## config.mk

```make
export PLATFORM = sky130hd
export DESIGN_NAME = dbg_access_port_flat
export DESIGN_NICKNAME = d
export VERILOG_FILES = /design/src/rtl/dbg_access_port_if.sv /design/src/rtl/dbg_access_port.sv /design/src/flat_wrapper.sv
export SDC_FILE = /design/constraint.sdc
export NUM_CORES = 1
export LEC_CHECK = 0
export ABC_AREA = 1
export CAP_MARGIN = 30
export CORE_MARGIN = 3
export CORE_UTILIZATION = 60
export CTS_BUF_LIST = sky130_fd_sc_hd__clkbuf_4 sky130_fd_sc_hd__clkbuf_8
export DETAILED_ROUTE_END_ITERATION = 10
export DONT_BUFFER_PORTS = 1
export PLACE_DENSITY = 0.87
export SLEW_MARGIN = 10
export SYNTH_ARGS = -nofsm -noshare
export SYNTH_HDL_FRONTEND = slang
export SYNTH_SLANG_ARGS = --single-unit
```

## constraint.sdc

```tcl
create_clock -name clk -period 7.3 [get_ports clk]
set_input_delay 0.73 -clock clk [delete_from_list [all_inputs] [get_ports clk]]
set_output_delay 0.73 -clock clk [all_outputs]
set_load 0.01 [all_outputs]
```

## src/rtl/dbg_access_port_if.sv

```systemverilog
// Command/response handshake bundle for the debug access port.
// master = host side (bench/driver), slave = dbg_access_port.
interface dbg_access_port_if #(
    parameter int ADDR_W = 10,
    parameter int DATA_W = 32,
    parameter int LEN_W  = 4
);
    logic              req_valid;
    logic              req_ready;
    logic [1:0]        req_target;
    logic              req_write;
    logic [ADDR_W-1:0] req_addr;
    logic [DATA_W-1:0] req_wdata;
    logic [LEN_W-1:0]  req_len;
    logic              rsp_valid;
    logic              rsp_ready;
    logic [DATA_W-1:0] rsp_rdata;
    logic              rsp_err;
    logic              rsp_last;

    modport master (
        output req_valid, req_target, req_write, req_addr,
        output req_wdata, req_len, rsp_ready,
        input  req_ready, rsp_valid, rsp_rdata, rsp_err, rsp_last
    );

    modport slave (
        input  req_valid, req_target, req_write, req_addr,
        input  req_wdata, req_len, rsp_ready,
        output req_ready, rsp_valid, rsp_rdata, rsp_err, rsp_last
    );
endinterface

```

## src/rtl/dbg_access_port.sv

```systemverilog
// Backdoor access controller: halts the core, runs single/burst IMEM/DMEM/REG
// accesses, one response per beat. Optional DAP_ADDR_CHECK_EN: range errors.
module dbg_access_port #(
    parameter int DATA_W     = 32,
    parameter int IMEM_DEPTH = 1024,
    parameter int DMEM_DEPTH = 1024,
    parameter int NUM_REGS   = 32,
    parameter int LEN_W      = 4,
    parameter int MEM_RD_LAT = 1,
    parameter int ADDR_W     = 10,
    localparam int IW = $clog2(IMEM_DEPTH),
    localparam int DW = $clog2(DMEM_DEPTH),
    localparam int RW = $clog2(NUM_REGS)
) (
    input  logic              clk,
    input  logic              rst,
    dbg_access_port_if.slave  bus,
    output logic              halt_req_o,
    input  logic              halt_ack_i,
    output logic              imem_we_o,
    output logic [IW-1:0]     imem_addr_o,
    output logic [DATA_W-1:0] imem_wdata_o,
    output logic              dmem_we_o,
    output logic              dmem_re_o,
    output logic [DW-1:0]     dmem_addr_o,
    output logic [DATA_W-1:0] dmem_wdata_o,
    input  logic [DATA_W-1:0] dmem_rdata_i,
    output logic [RW-1:0]     reg_rd_addr_o,
    input  logic [DATA_W-1:0] reg_rd_data_i,
    output logic              busy_o
);
    // Extra LEN_W bits keep burst addresses un-wrapped for range checking.
    localparam int XW   = ADDR_W + LEN_W;
    localparam int CW   = $clog2(MEM_RD_LAT + 1);
    localparam int AMAX = (IW > DW) ? ((IW > RW) ? IW : RW)
                                    : ((DW > RW) ? DW : RW);
    localparam logic [XW-1:0] IMASK = XW'((1 << IW) - 1);
    localparam logic [XW-1:0] DMASK = XW'((1 << DW) - 1);
    localparam logic [XW-1:0] RMASK = XW'((1 << RW) - 1);

    typedef enum logic [2:0] {
        IDLE, HALT, ACCESS, WAIT_RD, RESP, RELEASE
    } state_e;

    state_e            state_q, state_d;
    logic [1:0]        tgt_q;
    logic              wr_q;
    logic [XW-1:0]     addr_q;
    logic [DATA_W-1:0] wdata_q;
    logic [LEN_W-1:0]  len_q;
    logic [LEN_W-1:0]  beat_q;
    logic [CW-1:0]     cnt_q;
    logic [DATA_W-1:0] rdata_q;
    logic              err_q;

    logic [XW-1:0] depth, mask, idx, addr_nx;
    logic          in_range, legal, last, rd_done;
    logic          unused_hi;

    always_comb begin
        depth = '0;
        mask  = '0;
        case (tgt_q)
            2'd0: begin depth = XW'(IMEM_DEPTH); mask = IMASK; end
            2'd1: begin depth = XW'(DMEM_DEPTH); mask = DMASK; end
            2'd2: begin depth = XW'(NUM_REGS);   mask = RMASK; end
            default: ;
        endcase
    end

    assign idx       = addr_q & mask;
    assign unused_hi = ^idx[XW-1:AMAX];
    assign last      = (beat_q == len_q);
    assign rd_done   = (cnt_q == CW'(MEM_RD_LAT - 1));

`ifdef DAP_ADDR_CHECK_EN
    assign in_range = (addr_q < depth);
    assign addr_nx  = addr_q + 1'b1;
`else
    assign in_range = 1'b1;
    assign addr_nx  = (idx == depth - 1'b1) ? '0 : idx + 1'b1;
`endif

    assign legal = in_range &&
                   ((tgt_q == 2'd0 && wr_q) || (tgt_q == 2'd1) ||
                    (tgt_q == 2'd2 && !wr_q));

    always_ff @(posedge clk or posedge rst) begin
        if (rst) state_q <= IDLE;
        else     state_q <= state_d;
    end

    always_comb begin
        state_d = state_q;
        unique case (state_q)
            IDLE:    if (bus.req_valid) state_d = HALT;
            HALT:    if (halt_ack_i) state_d = ACCESS;
            ACCESS:  state_d = (legal && !wr_q) ? WAIT_RD : RESP;
            WAIT_RD: if (rd_done) state_d = RESP;
            RESP:    if (bus.rsp_ready) state_d = last ? RELEASE : ACCESS;
            RELEASE: state_d = IDLE;
            default: state_d = IDLE;
        endcase
    end

    always_ff @(posedge clk or posedge rst) begin
        if (rst) begin
            tgt_q   <= '0;
            wr_q    <= 1'b0;
            addr_q  <= '0;
            wdata_q <= '0;
            len_q   <= '0;
            beat_q  <= '0;
            cnt_q   <= '0;
            rdata_q <= '0;
            err_q   <= 1'b0;
        end else begin
            unique case (state_q)
                IDLE: if (bus.req_valid) begin
                    tgt_q   <= bus.req_target;
                    wr_q    <= bus.req_write;
                    addr_q  <= XW'(bus.req_addr);
                    wdata_q <= bus.req_wdata;
                    len_q   <= bus.req_len;
                    beat_q  <= '0;
                end
                ACCESS: begin
                    err_q   <= !legal;
                    rdata_q <= '0;
                    cnt_q   <= '0;
                end
                WAIT_RD: begin
                    cnt_q <= cnt_q + 1'b1;
                    if (rd_done)
                        rdata_q <= (tgt_q == 2'd1) ? dmem_rdata_i
                                                   : reg_rd_data_i;
                end
                RESP: if (bus.rsp_ready && !last) begin
                    beat_q <= beat_q + 1'b1;
                    addr_q <= addr_nx;
                end
                default: ;
            endcase
        end
    end

    always_comb begin
        bus.req_ready = 1'b0;
        bus.rsp_valid = 1'b0;
        bus.rsp_rdata = '0;
        bus.rsp_err   = 1'b0;
        bus.rsp_last  = 1'b0;
        halt_req_o    = 1'b0;
        imem_we_o     = 1'b0;
        imem_addr_o   = '0;
        imem_wdata_o  = '0;
        dmem_we_o     = 1'b0;
        dmem_re_o     = 1'b0;
        dmem_addr_o   = '0;
        dmem_wdata_o  = '0;
        reg_rd_addr_o = '0;
        busy_o        = (state_q != IDLE);
        unique case (state_q)
            IDLE: bus.req_ready = !rst;
            HALT: halt_req_o = 1'b1;
            ACCESS, WAIT_RD: begin
                halt_req_o = 1'b1;
                if (legal) begin
                    unique case (tgt_q)
                        2'd0: begin
                            imem_addr_o  = idx[IW-1:0];
                            imem_we_o    = (state_q == ACCESS);
                            imem_wdata_o = wdata_q;
                        end
                        2'd1: begin
                            dmem_addr_o  = idx[DW-1:0];
                            dmem_we_o    = (state_q == ACCESS) && wr_q;
                            dmem_re_o    = (state_q == ACCESS) && !wr_q;
                            dmem_wdata_o = wr_q ? wdata_q : '0;
                        end
                        default: reg_rd_addr_o = idx[RW-1:0];
                    endcase
                end
            end
            RESP: begin
                halt_req_o    = 1'b1;
                bus.rsp_valid = 1'b1;
                bus.rsp_rdata = rdata_q;
                bus.rsp_err   = err_q;
                bus.rsp_last  = last;
            end
            default: ;
        endcase
    end
endmodule
```

## src/flat_wrapper.sv

```systemverilog
// flat-port wrapper written by rule: the top's interface ports become plain ports
module dbg_access_port_flat 
#(
    parameter int DATA_W     = 32,
    parameter int IMEM_DEPTH = 1024,
    parameter int DMEM_DEPTH = 1024,
    parameter int NUM_REGS   = 32,
    parameter int LEN_W      = 4,
    parameter int MEM_RD_LAT = 1,
    parameter int ADDR_W     = 10,
    localparam int IW = $clog2(IMEM_DEPTH),
    localparam int DW = $clog2(DMEM_DEPTH),
    localparam int RW = $clog2(NUM_REGS)
)
  (clk, rst, halt_req_o, halt_ack_i, imem_we_o, imem_addr_o, imem_wdata_o, dmem_we_o, dmem_re_o, dmem_addr_o, dmem_wdata_o, dmem_rdata_i, reg_rd_addr_o, reg_rd_data_i, busy_o, bus_req_valid, bus_req_target, bus_req_write, bus_req_addr, bus_req_wdata, bus_req_len, bus_rsp_ready, bus_req_ready, bus_rsp_valid, bus_rsp_rdata, bus_rsp_err, bus_rsp_last);
  dbg_access_port_if #(.ADDR_W(ADDR_W), .DATA_W(DATA_W), .LEN_W(LEN_W)) bus_i ();
  input  logic clk;
  input  logic rst;
  output logic halt_req_o;
  input  logic halt_ack_i;
  output logic imem_we_o;
  output logic [IW-1:0] imem_addr_o;
  output logic [DATA_W-1:0] imem_wdata_o;
  output logic dmem_we_o;
  output logic dmem_re_o;
  output logic [DW-1:0] dmem_addr_o;
  output logic [DATA_W-1:0] dmem_wdata_o;
  input  logic [DATA_W-1:0] dmem_rdata_i;
  output logic [RW-1:0] reg_rd_addr_o;
  input  logic [DATA_W-1:0] reg_rd_data_i;
  output logic busy_o;
  input wire logic [$bits(bus_i.req_valid)-1:0] bus_req_valid;
  input wire logic [$bits(bus_i.req_target)-1:0] bus_req_target;
  input wire logic [$bits(bus_i.req_write)-1:0] bus_req_write;
  input wire logic [$bits(bus_i.req_addr)-1:0] bus_req_addr;
  input wire logic [$bits(bus_i.req_wdata)-1:0] bus_req_wdata;
  input wire logic [$bits(bus_i.req_len)-1:0] bus_req_len;
  input wire logic [$bits(bus_i.rsp_ready)-1:0] bus_rsp_ready;
  output wire logic [$bits(bus_i.req_ready)-1:0] bus_req_ready;
  output wire logic [$bits(bus_i.rsp_valid)-1:0] bus_rsp_valid;
  output wire logic [$bits(bus_i.rsp_rdata)-1:0] bus_rsp_rdata;
  output wire logic [$bits(bus_i.rsp_err)-1:0] bus_rsp_err;
  output wire logic [$bits(bus_i.rsp_last)-1:0] bus_rsp_last;
  assign bus_i.req_valid = bus_req_valid;
  assign bus_i.req_target = bus_req_target;
  assign bus_i.req_write = bus_req_write;
  assign bus_i.req_addr = bus_req_addr;
  assign bus_i.req_wdata = bus_req_wdata;
  assign bus_i.req_len = bus_req_len;
  assign bus_i.rsp_ready = bus_rsp_ready;
  assign bus_req_ready = bus_i.req_ready;
  assign bus_rsp_valid = bus_i.rsp_valid;
  assign bus_rsp_rdata = bus_i.rsp_rdata;
  assign bus_rsp_err = bus_i.rsp_err;
  assign bus_rsp_last = bus_i.rsp_last;
  dbg_access_port #(.DATA_W(DATA_W), .IMEM_DEPTH(IMEM_DEPTH), .DMEM_DEPTH(DMEM_DEPTH), .NUM_REGS(NUM_REGS), .LEN_W(LEN_W), .MEM_RD_LAT(MEM_RD_LAT), .ADDR_W(ADDR_W)) u_core (.clk(clk), .rst(rst), .bus(bus_i), .halt_req_o(halt_req_o), .halt_ack_i(halt_ack_i), .imem_we_o(imem_we_o), .imem_addr_o(imem_addr_o), .imem_wdata_o(imem_wdata_o), .dmem_we_o(dmem_we_o), .dmem_re_o(dmem_re_o), .dmem_addr_o(dmem_addr_o), .dmem_wdata_o(dmem_wdata_o), .dmem_rdata_i(dmem_rdata_i), .reg_rd_addr_o(reg_rd_addr_o), .reg_rd_data_i(reg_rd_data_i), .busy_o(busy_o));
endmodule
```

==> results of run 1 <==
==> worst max-delay path by stage <==
| stage | startpoint | to |
|---|---|---|
| finish | u_core.tgt_q[1] | imem_wdata_o[6] |
| global route | u_core.state_q[2] | dmem_wdata_o[14] |
| CTS | u_core.tgt_q[1] | dmem_wdata_o[5] |
| detailed placement | u_core.state_q[2] | u_core.rdata_q[12] |
| global placement | u_core.state_q[2] | u_core.cnt_q |
| floorplan | rst | u_core.addr_q[0] |
==> flip-flops by register name (all words and copies together) (netlist names) <==
register / cells
u_core.wr_q: 1
u_core.tgt_q: 2
u_core.addr_q: 10
u_core.state_q: 3
u_core.wdata_q: 32
u_core.len_q: 4
u_core.err_q: 1
u_core.cnt_q: 1
u_core.beat_q: 4
u_core.rdata_q: 32
==> critical path, delay by kind of cell (launching register included) <==
kind,cells,cell delay (ns)
buffers and inverters,1,0.38
and+or+nand+nor,3,0.92
DFF,1,0.52
==> synthesized netlist by cell type (6+ instances only) <==
cell      number
a21oi_1       48
mux2i_1       32
o22ai_1       33
nor3_1        89
buf_2         18
nand2_1       55
inv_1        104
dfrtp_1       90
nor2_1       115
o21ai_1        6
buf_1          6
clkbuf_1      12
nand3_1       24
==> cell families (layout without fill, tap and decap cells) <==
family,count (synthesis),count (layout),share of synthesized area (%)
AND/OR/NAND/NOR,296,296,25.5
buffers and inverters,151,134,12.3
AO/OA/AOI/OAI,97,97,10.6
flip-flops,90,90,44.0
multiplexers,34,34,6.70
XOR/XNOR,3,3,0.513
adder cells (fa/ha/maj),2,2,0.489
==> metrics by stage <==
stage	setup slack, ns	cells
after floorplan	4.23	673
after global placement	4.62	742
after detailed placement	4.40	743
after CTS	4.28	759
after global routing	4.19	761
final	4.38	761
==> layer usage <==
layer	share of wire (%)	vias up	wire length, um
li1	-	2143	-
met1	41	2114	5520
met2	51	218	6870
met3	7.3	16	985
met4	1.2	0	163
met5	0	-	0
==> power by group <==
part	internal (uW)	leakage (uW)	total [uW]	switching (uW)
registers	688	0.00109	792	104
clock network	168	0.0000945	346	179
logic	286	0.00149	974	688
==> final cells by class <==
type	instances	area, um^2
clock buffer	10	138
timing repair buffer	9	104
clock inverter	6	66.3
inverter	109	412
tap	105	131
multi-input combinational	432	2250
fill	726	2910
sequential	90	2250
==> reports/qor.txt, run 1 <==
Max-cap violations: 0
Initial DRT Pass Iterations: 7
Cell Pwr Density: 395 nW/um^2
ranking of synthesized cells by area: dfrtp_1 (44%), nor3_1 (8.7%), nor2_1 (8.4%)
IO Port Bufs: 0
vias in the first global route: 4,282
die width: 98.4 um
nets@finish: 771
commonest non-fill, non-tap cells in the layout: nor2_1 (115), inv_1 (103), dfrtp_1 (90)
critical path's largest stage delay: 0.52 ns
CP required: 6.57 ns
pin count of the biggest net entering global routing: 56
Die Ht: 98.4 um
kind of end point of the critical path: output pin
post-layout util: 64.8%
Yosys top cell area share: 44.0%
GRT Util Overall: 27.1%
Total Wirelength: 13,500 um
total gr overflow: 0
slew of the pin with the lowest slew margin: 0.693 ns
Post-synth top flop: dfrtp_1
Cell Area, Placed: 5110 um^2
Iter 0 DRT Violations: 256
ANT nets after route: 0
Clk Latency, worst-skew pair: 0.35 ns
final setup violating endpoints: 0
met2 usage: 47.6%
setup bufs post-CTS: 0
relative slew slack: 53.8%
final worst path period share: 40.0%
Mean Syn Cell Area: 7.61 um^2
Core Box Area: 8260 um^2
# resized after CTS: 0
H-tree Lvls: 3
I/O Pins: 248
startpoint types: flop
Worst Hold Slack: 0.447 ns
Netlist cell types: 33
Crit Path Category: reg2out
DR vias/cell: 5.90
reg2reg end: u_core.rdata_q[14]
Worst Skew: 0.0156 ns
Final Hold Fails: 0
grt met3 use: 4.71%
Setup TNS: 0 ns
clk slew on worst S/H paths: 0.09 ns
Fmax achieved: 0.342 GHz
CP max-delay cell: dfrtp_1
Avg WL per Cell: 17.8 um
maximum vdd ir drop: 0.264 mV
Post-synth ARST share: 100%
Initial Util: 62.0%
layout cells sized above 1: 7.01%
CTS tree: built
row cnt: 33
RSZ-0062 raised after global routing: false
Worst R2R Start: u_core.state_q[2]
critical path peak fanout: 27
Yosys reg bits: 90
crit path DAT: 2.19 ns
cells along the critical path: nor2_1 -> nand2_1 -> buf_4 -> nor3_1
busiest layer in global routing: met2
Pleak: 0.00267 uW
Final min period: 2.92 ns
most area-hungry cell type in the Yosys netlist: dfrtp_1
Hold Buf Count CTS: 0
Synth Instances: 673
Residual DRC: 0
die footprint: 9680 um^2
global-route wire length before repair: 21,200 um
final slew viol count: 0
fin area: 5350 um^2
antenna violations before repair: 0
Num CTS Buffers: 9
Syn Nets: 793
met1 GRT Util: 34.6%
Hold Path Class: in2async
post-detail-place hpwl: 9760 um
Clock Path Buffers: 2
clock sinks: 90
Placer Congestion: 0.870
Root Buffer: clkbuf_8
most common cell after layout, fill and taps aside: nor2_1
diode count: 0
Syn Std Cell Area: 5120 um^2
routed via count: 4,491
Tot Pwr: 2110 uW
status: finished, final reports clean
Reg2Reg Depth: 7
FF-to-FF setup slack: 4.59 ns
Synth Warn #: 0
EDFF count, synth: 0
post-synthesis sequential area ratio: 44.0%
P&R area growth vs syn: 4.52%
(Power assumes the default switching activity.)
==> run 2, diff against run 1 <==
--- a/config.mk
+++ b/config.mk
@@ -12,7 +12,7 @@
 export CTS_BUF_LIST = sky130_fd_sc_hd__clkbuf_4 sky130_fd_sc_hd__clkbuf_8
 export DETAILED_ROUTE_END_ITERATION = 10
 export DONT_BUFFER_PORTS = 1
-export PLACE_DENSITY = 0.87
+export PLACE_DENSITY = 0.9
 export SLEW_MARGIN = 10
 export SYNTH_ARGS = -nofsm -noshare
 export SYNTH_HDL_FRONTEND = slang
==> constraint.sdc (replaced) <==
create_clock -name clk -period 2.6 [get_ports clk]
set_input_delay 0.26 -clock clk [delete_from_list [all_inputs] [get_ports clk]]
set_output_delay 0.26 -clock clk [all_outputs]
set_load 0.01 [all_outputs]
==> run 2 against run 1 <==
  * Count of clock-buffer cells in the layout did not move
  * Design area rose by 2.8%
  * Register-to-register slack got worse by 4.1 ns
  * Highest routed layer unchanged
  * Flip-flop and latch count did not move
  * Sequential power rose to 2.8 times the previous value
  * Non-clock buffer count rose by 17
==> reports/qor.txt, run 2 (same netlist as run 1, synthesis figures left out) <==
clk slew on worst S/H paths: 0.09 ns (about the same)
Fillers: 703 (was 726)
status: finished, final reports clean (unchanged)
row cnt: 33 (unchanged)
CTS tree: built (unchanged)
layout cells sized above 1: 9.06% (was 7.01%)
P_sw: 2710 uW (was 971 uW)
Tot Pwr: 6050 uW (was 2110 uW)
pre-CTS setup slack: 0.547 ns (was 4.40 ns)
antenna violations before repair: 0 (unchanged)
die footprint: 9680 um^2 (unchanged)
Residual DRC: 0 (unchanged)
Crit Path Category: reg2out (unchanged)
Avg WL per Cell: 17.0 um (was 17.8 um)
Setup TNS: 0 ns (unchanged)
FF-to-FF setup slack: 0.51 ns (was 4.59 ns)
nets@finish: 788 (was 771)
commonest non-fill, non-tap cells in the layout: nor2_1 (115), inv_1 (103), dfrtp_1 (90) (unchanged)
wire length on met2: 6750 um (was 6870 um)
final setup violating endpoints: 0 (unchanged)
Met3 Wirelength: 1190 um (was 985 um)
WL met1: 5050 um (was 5520 um)
Worst Skew: 0.0116 ns (was 0.0156 ns)
Pleak: 0.00278 uW (was 0.00267 uW)
diode count: 0 (unchanged)
slew of the pin with the lowest slew margin: 0.838 ns (was 0.693 ns)
DR top layer: met4 (unchanged)
Initial DRT Pass Iterations: 5 (was 7)
Final min period: 2.24 ns
total gr overflow: 0 (unchanged)
global-route wire length before repair: 21,300 um (was 21,200 um)
vias in the first global route: 4,354 (was 4,282)
DR vias/cell: 5.84 (was 5.90)
Initial Util: 62.0% (unchanged)
pin count of the biggest net entering global routing: 47 (was 56)
P&R area growth vs syn: 7.45% (was 4.52%)
hold depth: 1
critical path's largest stage delay: 0.44 ns (was 0.52 ns)
startpoint types: flop (unchanged)
Cell Int Power: 3340 uW (was 1140 uW)
setup bufs post-CTS: 0 (unchanged)
routed via count: 4,545 (was 4,491)
largest registers: u_core.rdata_q x32, u_core.wdata_q x32, u_core.addr_q x10 (unchanged)
crit path DAT: 1.98 ns (was 2.19 ns)
clock sinks: 90 (unchanged)
Num CTS Buffers: 9 (unchanged)
combinational share of power: 45.3% (was 46.1%)
RSZ-0062 raised after global routing: false (unchanged)
cells along the critical path: inv_2 -> nand2_2 -> nor2_1 -> inv_1 -> nor3_1 -> buf_4 (was nor2_1 -> nand2_1 -> buf_4 -> nor3_1)
die width: 98.4 um (unchanged)
Clock power frac: 18.0% (was 16.4%)
Clock Path Buffers: 2 (unchanged)
H-tree Lvls: 3 (unchanged)
most common cell after layout, fill and taps aside: nor2_1 (unchanged)
final slew viol count: 0 (unchanged)
Max-cap violations: 0 (unchanged)
Reg2Reg Depth: 7 (unchanged)
CP required: 2.34 ns (was 6.57 ns)
Hold Path Class: in2reg (was in2async)
Clk Latency, worst-skew pair: 0.35 ns (about the same)
Crit path depth: 6 (was 4)
relative slew slack: 44.1% (was 53.8%)
maximum vdd ir drop: 0.521 mV (was 0.264 mV)
Iter 0 DRT Violations: 365 (was 256)
CP max-delay cell: dfrtp_1 (unchanged)
GRT Util Overall: 27.0% (was 27.1%)
critical path peak fanout: 21 (was 27)
post-detail-place hpwl: 9790 um (was 9760 um)
Placer Congestion: 0.841 (was 0.870)
ANT nets after route: 0 (unchanged)
Worst Hold Slack: 0.0599 ns (was 0.447 ns)
final worst path period share: 86.1%
sw frac: 44.8% (was 46.0%)
Final Hold Fails: 0 (unchanged)
Die Ht: 98.4 um (unchanged)
kind of end point of the critical path: output pin (unchanged)
# resized after CTS: 0 (unchanged)
delay-heaviest family, CP: simple AND/OR/NAND/NOR gates (unchanged)
crit path buf inv count: 3 (was 1)
Fmax achieved: 0.447 GHz
Root Buffer: clkbuf_8 (unchanged)
Cell Pwr Density: 1100 nW/um^2 (was 395 nW/um^2)
register share of total power: 36.7% (was 37.5%)
Setup WS post-layout: 0.362 ns (was 4.38 ns)
IO Port Bufs: 0 (unchanged)
I/O Pins: 248 (unchanged)
Core Box Area: 8260 um^2 (unchanged)
Total Wirelength: 13,200 um (was 13,500 um)
-- run 2: cell types whose count changed in the layout (fill, tap and decap cells not counted) --
cell	change
buf_12	+1
buf_4	+16
buf_16	-1
clkinv_2	-1
inv_6	+3
dlygate4sd3_1	+2
buf_6	-1
clkinvlp_4	-3
bufinv_16	+1
-- run 2: what timing repair did --
| item | CTS | global route |
|---|---|---|
| endpoints found under the hold margin | 45 | 0 |
| setup endpoints to repair | 0 | 0 |
| hold buffers | 2 | 0 |
-- run 2: worst reg2reg max path, delay by kind of cell, from the launching register on --
kind                   cells  cell delay [ns]
DFF                        1             0.43
AOI/OAI and AO/OA          1             0.17
buffers and inverters      3             0.85
and+or+nand+nor            3             0.50
-- run 2: cell type report --
type                            count  area [um^2]  share of cell area (%)
Clock inverter                      6         95.1                    1.73
Inverter                          109          412                    7.48
Timing Repair Buffer               26          225                    4.09
Sequential cell                    90         2250                    40.9
Clock buffer                       10          138                    2.50
Tap cell                          105          131                    2.39
Multi-Input combinational cell    432         2250                    40.9
-- run 2: stage by stage --
stage               cell area, um^2  cells  utilization [%]
floorplan                      5120    673                -
global placement               5250    760             63.6
detailed placement             5250    760             63.6
CTS                            5500    778             66.6
global route                   5500    778             66.6
finish                         5500    778             66.6
-- run 2: power groups by stage --
stage                     logic, uW  registers (uW)  clock network (uW)
after detailed placement       2720            2240                   0
after floorplan                2280            2150                   0
after global placement         2610            2220                   0
after global routing           3100            2270                1180
after CTS                      2730            2220                1110
final                          2740            2220                1090
-- run 2: routing by layer --
| metal | vias up | global-route usage, % |
|---|---|---|
| li1 | 2176 | - |
| met1 | 2123 | 33.6 |
| met2 | 226 | 47.4 |
| met3 | 20 | 5.79 |
| met4 | 0 | 7.88 |
| met5 | - | 0 |
-- run 2: worst paths after layout --
kind / from / to
setup reg to reg: u_core.state_q[2] / u_core.rdata_q[23]
hold reg to reg: u_core.err_q / u_core.err_q
min in group asynchronous: rst / u_core.wdata_q[5]
max in group asynchronous: rst / u_core.wdata_q[25]
setup / recovery: u_core.state_q[2] / dmem_re_o
hold / removal: bus_req_len[2] / u_core.len_q[2]
==> run 3, diff against run 2 <==
--- a/config.mk
+++ b/config.mk
@@ -7,6 +7,7 @@
 export LEC_CHECK = 0
 export ABC_AREA = 1
 export CAP_MARGIN = 30
+export CORE_ASPECT_RATIO = 0.75
 export CORE_MARGIN = 3
 export CORE_UTILIZATION = 60
 export CTS_BUF_LIST = sky130_fd_sc_hd__clkbuf_4 sky130_fd_sc_hd__clkbuf_8
==> run 3 against run 2 <==
  * Design area shrank 0.30%
  * Largest power group unchanged
  * Critical path depth shrank 1
  * Cell count is 0.26% lower
  * Worst hold slack worse by 0.0047 ns
==> reports/qor.txt, run 3 (same netlist as run 1, synthesis figures left out) <==
Root Buffer: clkbuf_8 (unchanged)
Placer Congestion: 0.900 (was 0.841)
Fillers: 650 (was 703)
Cell Area, Placed: 5240 um^2 (was 5250 um^2)
startpoint types: flop (unchanged)
clk slew on worst S/H paths: 0.09 ns (about the same)
GRT Util Overall: 27.1% (was 27.0%)
P_sw: 2750 uW (was 2710 uW)
final setup violating endpoints: 0 (unchanged)
maximum vdd ir drop: 0.633 mV (was 0.521 mV)
antenna violations before repair: 0 (unchanged)
slew of the pin with the lowest slew margin: 0.802 ns (was 0.838 ns)
vias in the first global route: 4,298 (was 4,354)
P&R area growth vs syn: 7.14% (was 7.45%)
Max-cap violations: 0 (unchanged)
layout cells sized above 1: 8.79% (was 9.06%)
routed via count: 4,571 (was 4,545)
H-tree Lvls: 3 (unchanged)
Final Hold Fails: 0 (unchanged)
Fmax achieved: 0.445 GHz (was 0.447 GHz)
critical path peak fanout: 84 (was 21)
I/O Pins: 248 (unchanged)
DR vias/cell: 5.89 (was 5.84)
Clock power frac: 16.6% (was 18.0%)
global-route wire length before repair: 21,100 um (was 21,300 um)
fin area: 5490 um^2 (was 5500 um^2)
post-detail-place hpwl: 9910 um (was 9790 um)
critical path's largest stage delay: 0.61 ns (was 0.44 ns)
largest registers: u_core.rdata_q x32, u_core.wdata_q x32, u_core.addr_q x10 (unchanged)
diode count: 0 (unchanged)
Worst Hold Slack: 0.0552 ns (was 0.0599 ns)
row cnt: 28 (was 33)
Iter 0 DRT Violations: 348 (was 365)
Final min period: 2.25 ns (was 2.24 ns)
Num CTS Buffers: 9 (unchanged)
clock sinks: 90 (unchanged)
# resized after CTS: 0 (unchanged)
crit path buf inv count: 3 (unchanged)
combinational share of power: 46.5% (was 45.3%)
Die Ht: 86 um (was 98.4 um)
wire length on met2: 6870 um (was 6750 um)
Setup TNS: 0 ns (unchanged)
pin count of the biggest net entering global routing: 85 (was 47)
DR top layer: met4 (unchanged)
nets@finish: 786 (was 788)
Clock Path Buffers: 2 (unchanged)
delay-heaviest family, CP: buffers and inverters (was simple AND/OR/NAND/NOR gates)
CTS tree: built (unchanged)
Avg WL per Cell: 17.5 um (was 17.0 um)
die footprint: 9690 um^2 (was 9680 um^2)
register share of total power: 36.9% (was 36.7%)
relative slew slack: 46.6% (was 44.1%)
area of the multi-input gates: 2250 um^2 (unchanged)
sw frac: 45.7% (was 44.8%)
CP max-delay cell: buf_4 (was dfrtp_1)
Cell Pwr Density: 1100 nW/um^2 (about the same)
die width: 113 um (was 98.4 um)
Core Box Area: 8090 um^2 (was 8260 um^2)
status: finished, final reports clean (unchanged)
Initial DRT Pass Iterations: 5 (unchanged)
Initial Util: 63.3% (was 62.0%)
Crit Path Category: reg2out (unchanged)
commonest non-fill, non-tap cells in the layout: nor2_1 (115), inv_1 (103), dfrtp_1 (90) (unchanged)
total gr overflow: 0 (unchanged)
final worst path period share: 86.5% (was 86.1%)
ANT nets after route: 0 (unchanged)
Clk Latency, worst-skew pair: 0.35 ns (about the same)
Residual DRC: 0 (unchanged)
most common cell after layout, fill and taps aside: nor2_1 (unchanged)
kind of end point of the critical path: output pin (unchanged)
Met3 Wirelength: 1160 um (was 1190 um)
Hold Path Class: in2reg (unchanged)
crit path DAT: 1.99 ns (was 1.98 ns)
Seq. cell area: 2250 um^2 (unchanged)
Total Wirelength: 13,600 um (was 13,200 um)
Pleak: 0.00277 uW (was 0.00278 uW)
RSZ-0062 raised after global routing: false (unchanged)
most frequent CP cell: buf_4
Cell Int Power: 3270 uW (was 3340 uW)
CP required: 2.34 ns (about the same)
IO Port Bufs: 0 (unchanged)
cells along the critical path: inv_2 -> nand2_2 -> buf_4 -> nor3_1 -> buf_4 (was inv_2 -> nand2_2 -> nor2_1 -> inv_1 -> nor3_1 -> buf_4)
WL met1: 5280 um (was 5050 um)
Worst Skew: 0.00980 ns (was 0.0116 ns)
final slew viol count: 0 (unchanged)
[run 3: stage by stage]
| step | utilization, % | setup slack (ns) | cells | power, uW |
|---|---|---|---|---|
| floorplan | - | 0.00474 | 673 | 4420 |
| global placement | 64.7 | 0.760 | 757 | 4820 |
| detailed placement | 64.7 | 0.633 | 757 | 5000 |
| CTS | 67.6 | 0.383 | 775 | 6000 |
| global route | 67.8 | 0.198 | 776 | 6470 |
| finish | 67.8 | 0.351 | 776 | 6020 |
[run 3: routing by layer]
layer / track usage, % / vias up
met5: 0 / -
met4: 8.84 / 0
met3: 6.49 / 31
met2: 47.0 / 256
met1: 33.5 / 2117
li1: - / 2167
[run 3: path summary, 6_finish.rpt]
kind / end / depth (start not counted) / slack (ns) / start
worst max-delay path: imem_wdata_o[21] / 5 / 0.35 / u_core.state_q[2]
worst min-delay path: u_core.len_q[2] / 1 / 0.06 / bus_req_len[2]
max in group asynchronous: u_core.wdata_q[10] / 3 / 1.40 / rst
min in group asynchronous: u_core.state_q[2] / 2 / 0.47 / rst
worst min register to register: u_core.err_q / 2 / 0.50 / u_core.err_q
worst max register to register: u_core.addr_q[5] / 11 / 0.58 / u_core.tgt_q[1]
[run 3: timing repair]
item | CTS | global route
hold buffers | 2 | 0
hold endpoints to repair | 46 | 0
buffers inserted | 0 | 0
[run 3: power by group through the flow]
stage / Sequential, uW / Clock [uW] / Combinational [uW]
after floorplan: 2150 / 0 / 2280
after global placement: 2220 / 0 / 2610
after detailed placement: 2240 / 0 / 2760
after CTS: 2220 / 1020 / 2770
after global routing: 2270 / 1070 / 3120
final: 2220 / 998 / 2800
[run 3: cell type report]
class                           instances  area share [%]
Clock buffer                           11            2.76
Clock inverter                          5            1.09
Inverter                              109            7.50
Multi-Input combinational cell        432            41.0
Sequential cell                        90            41.1
Tap cell                              105            2.40
Timing Repair Buffer                   24            4.20
[run 3: worst register-to-register path: stages, from the launching register on]
cell and delay, ns:
dfrtp_1 0.51, nand2_2 0.17, nand2_1 0.14, inv_1 0.10, ha_1 0.21, nand3_1 0.14, inv_1 0.08, nand2_1 0.11
nand2_1 0.08, nand2_1 0.16, nand3_1 0.10, a21oi_1 0.16
